`src/rtl/throw_trajectory.sv`:
```
// Projectile flight for the throw UI: detects the power-bar release, latches the force and
// integrates a ballistic path on a fixed step tick until it hits, lands or leaves the screen.
module throw_trajectory #(
    parameter int STEP_INTERVAL = 1_083_333,
    parameter int X_LAUNCH      = 100,
    parameter int Y_LAUNCH      = 500,
    parameter int GROUND_Y      = 700,
    parameter int SCREEN_W      = 1024,
    parameter int TARGET_X_MIN  = 800,
    parameter int TARGET_X_MAX  = 900,
    parameter int TARGET_Y_MIN  = 560,
    parameter int TARGET_Y_MAX  = 700
) (
    input  logic               clk,
    input  logic               rst,
    input  logic               space,
    input  logic [9:0]         throw_force,
    output logic               in_flight,
    output logic [11:0]        proj_x,
    output logic signed [11:0] proj_y,
    output logic               done,
    output logic [1:0]         result
);

    localparam int CNT_W = (STEP_INTERVAL > 1) ? $clog2(STEP_INTERVAL) : 1;
    localparam logic [CNT_W-1:0]   CNT_LAST   = CNT_W'(STEP_INTERVAL - 1);
    localparam logic [11:0]        X_LAUNCH_V = 12'(X_LAUNCH);
    localparam logic signed [11:0] Y_LAUNCH_S = 12'(Y_LAUNCH);
    localparam logic signed [11:0] GROUND_S   = 12'(GROUND_Y);
    localparam logic [11:0]        SCREEN_V   = 12'(SCREEN_W);
    localparam logic [11:0]        TX_MIN_V   = 12'(TARGET_X_MIN);
    localparam logic [11:0]        TX_MAX_V   = 12'(TARGET_X_MAX);
    localparam logic signed [11:0] TY_MIN_S   = 12'(TARGET_Y_MIN);
    localparam logic signed [11:0] TY_MAX_S   = 12'(TARGET_Y_MAX);

    typedef enum logic [1:0] {S_IDLE, S_ARM, S_FLIGHT, S_DONE} state_t;

    state_t             state, state_next;
    logic               space_d;
    logic [CNT_W-1:0]   step_cnt, step_cnt_next;
    logic [7:0]         vx, vx_next;
    logic signed [11:0] vy, vy_next;
    logic [11:0]        proj_x_next;
    logic signed [11:0] proj_y_next;
    logic               in_flight_next, done_next;
    logic [1:0]         result_next;

    logic               release_evt, force_ok, step_tick;
    logic [11:0]        nx;
    logic signed [11:0] ny;
    logic               hit, ground, off_screen, terminate;

    // Candidate position for the next step; termination is judged on it, not the current one.
    always_comb begin
        release_evt = space_d & ~space;
        force_ok    = (throw_force[9:2] != 8'd0);
        step_tick   = (state == S_FLIGHT) && (step_cnt == CNT_LAST);
        nx          = proj_x + {4'b0000, vx};
        ny          = proj_y + vy;
        hit         = (nx >= TX_MIN_V) && (nx <= TX_MAX_V) && (ny >= TY_MIN_S) && (ny <= TY_MAX_S);
        ground      = (ny >= GROUND_S);
        off_screen  = (nx >= SCREEN_V);
        terminate   = hit | ground | off_screen;
    end

    always_ff @(posedge clk or posedge rst) begin
        if (rst) begin
            state   <= S_IDLE;
            space_d <= 1'b0;
        end else begin
            state   <= state_next;
            space_d <= space;
        end
    end

    always_comb begin
        state_next = state;
        case (state)
            S_IDLE:   if (release_evt) state_next = S_ARM;
            S_ARM:    state_next = force_ok ? S_FLIGHT : S_IDLE;
            S_FLIGHT: if (step_tick && terminate) state_next = S_DONE;
            S_DONE:   state_next = S_IDLE;
            default:  state_next = S_IDLE;
        endcase
    end

    always_comb begin
        step_cnt_next  = step_cnt;
        vx_next        = vx;
        vy_next        = vy;
        proj_x_next    = proj_x;
        proj_y_next    = proj_y;
        in_flight_next = in_flight;
        done_next      = 1'b0;
        result_next    = result;
        case (state)
            S_ARM: begin
                if (force_ok) begin
                    vx_next        = throw_force[9:2];
                    vy_next        = -$signed({4'b0000, throw_force[9:2]});
                    proj_x_next    = X_LAUNCH_V;
                    proj_y_next    = Y_LAUNCH_S;
                    step_cnt_next  = '0;
                    result_next    = 2'd0;
                    in_flight_next = 1'b1;
                end
            end
            S_FLIGHT: begin
                if (step_tick) begin
                    step_cnt_next = '0;
                    vy_next       = vy + 12'sd1;
                    proj_x_next   = nx;
                    proj_y_next   = ny;
                    if (hit) begin
                        result_next = 2'd1;
                    end else if (ground) begin
                        result_next = 2'd2;
                        proj_y_next = GROUND_S;
                    end else if (off_screen) begin
                        result_next = 2'd3;
                    end
                    if (terminate) begin
                        in_flight_next = 1'b0;
                        done_next      = 1'b1;
                    end
                end else begin
                    step_cnt_next = step_cnt + CNT_W'(1);
                end
            end
            default: ;
        endcase
    end

    always_ff @(posedge clk or posedge rst) begin
        if (rst) begin
            step_cnt  <= '0;
            vx        <= 8'd0;
            vy        <= 12'sd0;
            proj_x    <= X_LAUNCH_V;
            proj_y    <= Y_LAUNCH_S;
            in_flight <= 1'b0;
            done      <= 1'b0;
            result    <= 2'd0;
        end else begin
            step_cnt  <= step_cnt_next;
            vx        <= vx_next;
            vy        <= vy_next;
            proj_x    <= proj_x_next;
            proj_y    <= proj_y_next;
            in_flight <= in_flight_next;
            done      <= done_next;
            result    <= result_next;
        end
    end

endmodule

```
`config.mk`:
```
export PLATFORM = sky130hd
export DESIGN_NAME = throw_trajectory
export DESIGN_NICKNAME = d
export VERILOG_FILES = /design/src/rtl/throw_trajectory.sv
export SDC_FILE = /design/constraint.sdc
export NUM_CORES = 1
export LEC_CHECK = 0
export CAP_MARGIN = 20
export CORE_UTILIZATION = 63
export DETAILED_ROUTE_END_ITERATION = 7
export PLACE_DENSITY = 0.83
export SLEW_MARGIN = 20
export SYNTH_ARGS = -nofsm -noshare
export SYNTH_HDL_FRONTEND = slang
export SYNTH_SLANG_ARGS = --single-unit
```
`constraint.sdc`:
```
create_clock -name clk -period 5.9 [get_ports clk]
set_input_delay 0.885 -clock clk [delete_from_list [all_inputs] [get_ports clk]]
set_output_delay 0.885 -clock clk [all_outputs]
set_load 0.005 [all_outputs]
```
==> impl_results.md <==
* Crit path buf inv count at 2
* Post-CTS setup buffer count at 0
* Critical Path Source Type: primary input
* TritonCTS Buffers at 9
* Layout cells sized above 1 at 0.0743
* Post-route insts no fill at 691
* CP max stage delay at around 550 ps
* Crit path cell chain: clkdlybuf4s50_1 > inv_1 > ha_1 > or4b_1 > nor4_1 > nand2_1 > o21ai_1 > nand2b_1 > o31ai_1 > o21ai_0 > a21oi_1 > a21oi_1
* Clk sinks at 72
* Critical Path Fanout Max at 12
* Placed cell count at 675
* Final setup TNS at 0 ps
* Final count of pins violating max slew at 0
* Fillcell total at around 560
* RSZ-0062 raised after global routing: false
* Syn avg cell area at 8.64 µm²
* Routed Antenna Nets at 0
* Worst-Margin Slew at 894 ps
* Critical path data required time at 6160 ps
* DP HPWL at 7960 µm
* Clock period minus worst slack at 4120 ps
* CP max stage cell: nand2b_1
* Final setup viols at 0
* I/O Buffers at 38
* Most common cell after layout, fill and taps aside: dfrtp_1
* Skew-Pair Late Insertion Delay at roughly 340 ps
* Hold WS at 493 ps
* Syn. warnings at 0
* Met3 WL post-DR at 382 µm
* Netlist Area Pre-Place at 4780 µm²
* Setup crit end kind: flip-flop
* Hold buffers post-CTS at 0
* Met1 wire length at 5060 µm
* Via density at 6.18
* Post-cts sizing count at 0
* Worst Setup Path Type: in2reg
* Final nets at around 630
* CTS Root Cell: clkbuf_8
* Fin. Hold Viols at 0
* Router iterations before antenna repair at 5
* Asr flop ratio synth at 1.00
* Pwr/cell area at 446 nW/µm²
* Total GRT Usage at 0.297
* Top Ports at 41
* Syn Nets at just under 600
* Crit-path leading delay family: simple AND/OR/NAND/NOR gates
* Area delta synth->final at 13.5%
* Worst min path class: reg2reg
* Die ar. at 7950 µm²
* DR WL met2 at 5430 µm
* Leading cell types in the layout, fill and taps excluded: dfrtp_1, nand2_1, nor2_1, o21ai_0, clkdlybuf4s50_1
* Clock transition at the registers of the reported paths at 80 ps
* Row count at 31
* Status: finished clean
* Yosys reg bits at 72
* Worst VDD drop at 216 µV
* Initial cell density of the core at 0.656
* Sequential share of the synthesized area at 0.379
* Final worst-path cycle share at 0.697
* MaxCap Viol Count at 0
* Routed len/inst at between 15 and 20 µm
* First DRT Iteration DRCs at approximately 220
* Distinct cells, synth at 65
* Crit path DAT at 4380 ps
* P_leak at about 2.3 nW
* DRC at 0
* Top layer in use: met4
* Top FF cell, synth: dfrtp_1
* TritonCTS clock tree: yes
* Chip width at between 80 and 90 µm
* Diodes inserted at 0
* Cell count after synthesis at 554
* Core area at 7290 µm²
* Clock buffer depth at 2
* Die height at 89.1 µm
* Max Clock Skew at 7.41 ps
* CP dominant cell by count: a21oi_1
* Largest net degree at the start of global routing at 73
* Number of global-route vias before repair at 3931
* Gp weighted congestion at about 0.94
* H-tree levels at 3
* Post-synth EDFFs at 0
* Drt total wl at 11000 µm
* First-pass GRT wire length at 18200 µm
* Vias after detailed routing at 4273
* Initial antenna violation count at 0
* Congestion Overflow GR at 0
* F_max at 0.243 GHz
* Worst slew margin at 0.404
## Yosys cell counts, drive strengths merged, types with 9 or more instances
master   n  share of area
dfrtp   63           0.33
nand2   63          0.050
nor2    54          0.042
o21ai   49          0.051
a21oi   38          0.041
nand3   28          0.029
ha      27          0.071
inv     20          0.016
clkbuf  19          0.015
xnor2   18          0.033
nor3    16          0.018
xor2    14          0.026
and3    11          0.014
nand2b  10          0.013
o211ai  10          0.016
dfstp    9          0.049
## cell families after synthesis
kind of cell             Yosys count  synth area share
multiplexers                       5            0.0110
AO/OA/AOI/OAI                    159             0.221
AND/OR/NAND/NOR                  217             0.220
adder cells (fa/ha/maj)           29            0.0790
buffers and inverters             40            0.0319
XOR/XNOR                          32            0.0586
flip-flops                        72             0.379
## sequential cells by signal (all words and copies together) (netlist names), named ones only
name and flops:
done 1, in_flight 1, proj_x 12, proj_y 12, result 2, space_d 1
state 1, step_cnt 21, vx 8, vy 12
## power breakdown
part	leakage (nW)	internal [mW]	switching, mW	total, mW
logic	1.29	0.514	0.854	1.37
clock network	0.0960	0.194	0.186	0.380
registers	0.910	0.587	0.0912	0.678
## worst paths after layout
check / from / end / slack (ps) / cells after the start
worst min register to register: vx[4] / vx[4] / 490 / 2
worst max register to register: proj_x[0] / proj_y[3] / 2120 / 11
max in group asynchronous: rst / proj_y[1] / 4180 / 3
worst max-delay path: throw_force[2] / vy[11] / 1780 / 12
min in group asynchronous: rst / step_cnt[2] / 1120 / 3
worst min-delay path: vx[4] / vx[4] / 490 / 2
## tightest hold or removal path: cells and delay by family, from the launching register on
kind	cells	cell delay, ps
flip-flops	1	350
AND/OR/NAND/NOR	2	110
## layer usage
metal,track usage,vias to the layer above
li1,-,2081
met1,0.399,2080
met2,0.498,98
met3,0.0416,14
met4,0.0967,0
met5,0,-
## area by class of cell
class                      instances  area (µm²)  area share
clock buffer                      10         128      0.0235
timing repair buffer              42         410      0.0755
inverter                          20        75.1      0.0138
tap                               99         124      0.0228
multi-input combinational        442        2820       0.519
sequential                        72        1810       0.334
clock inverter                     6        61.3      0.0113
## metrics by stage
step                 util  cell area (µm²)  setup slack [ps]  power [mW]
finish              0.745             5430              1780        2.43
global route        0.745             5430              1390        2.60
CTS                 0.745             5430              1840        2.42
detailed placement  0.719             5240              1490        2.03
global placement    0.719             5240              1550        1.98
floorplan               -             4780              2550        1.71
Power figures use the tool's default switching activity.
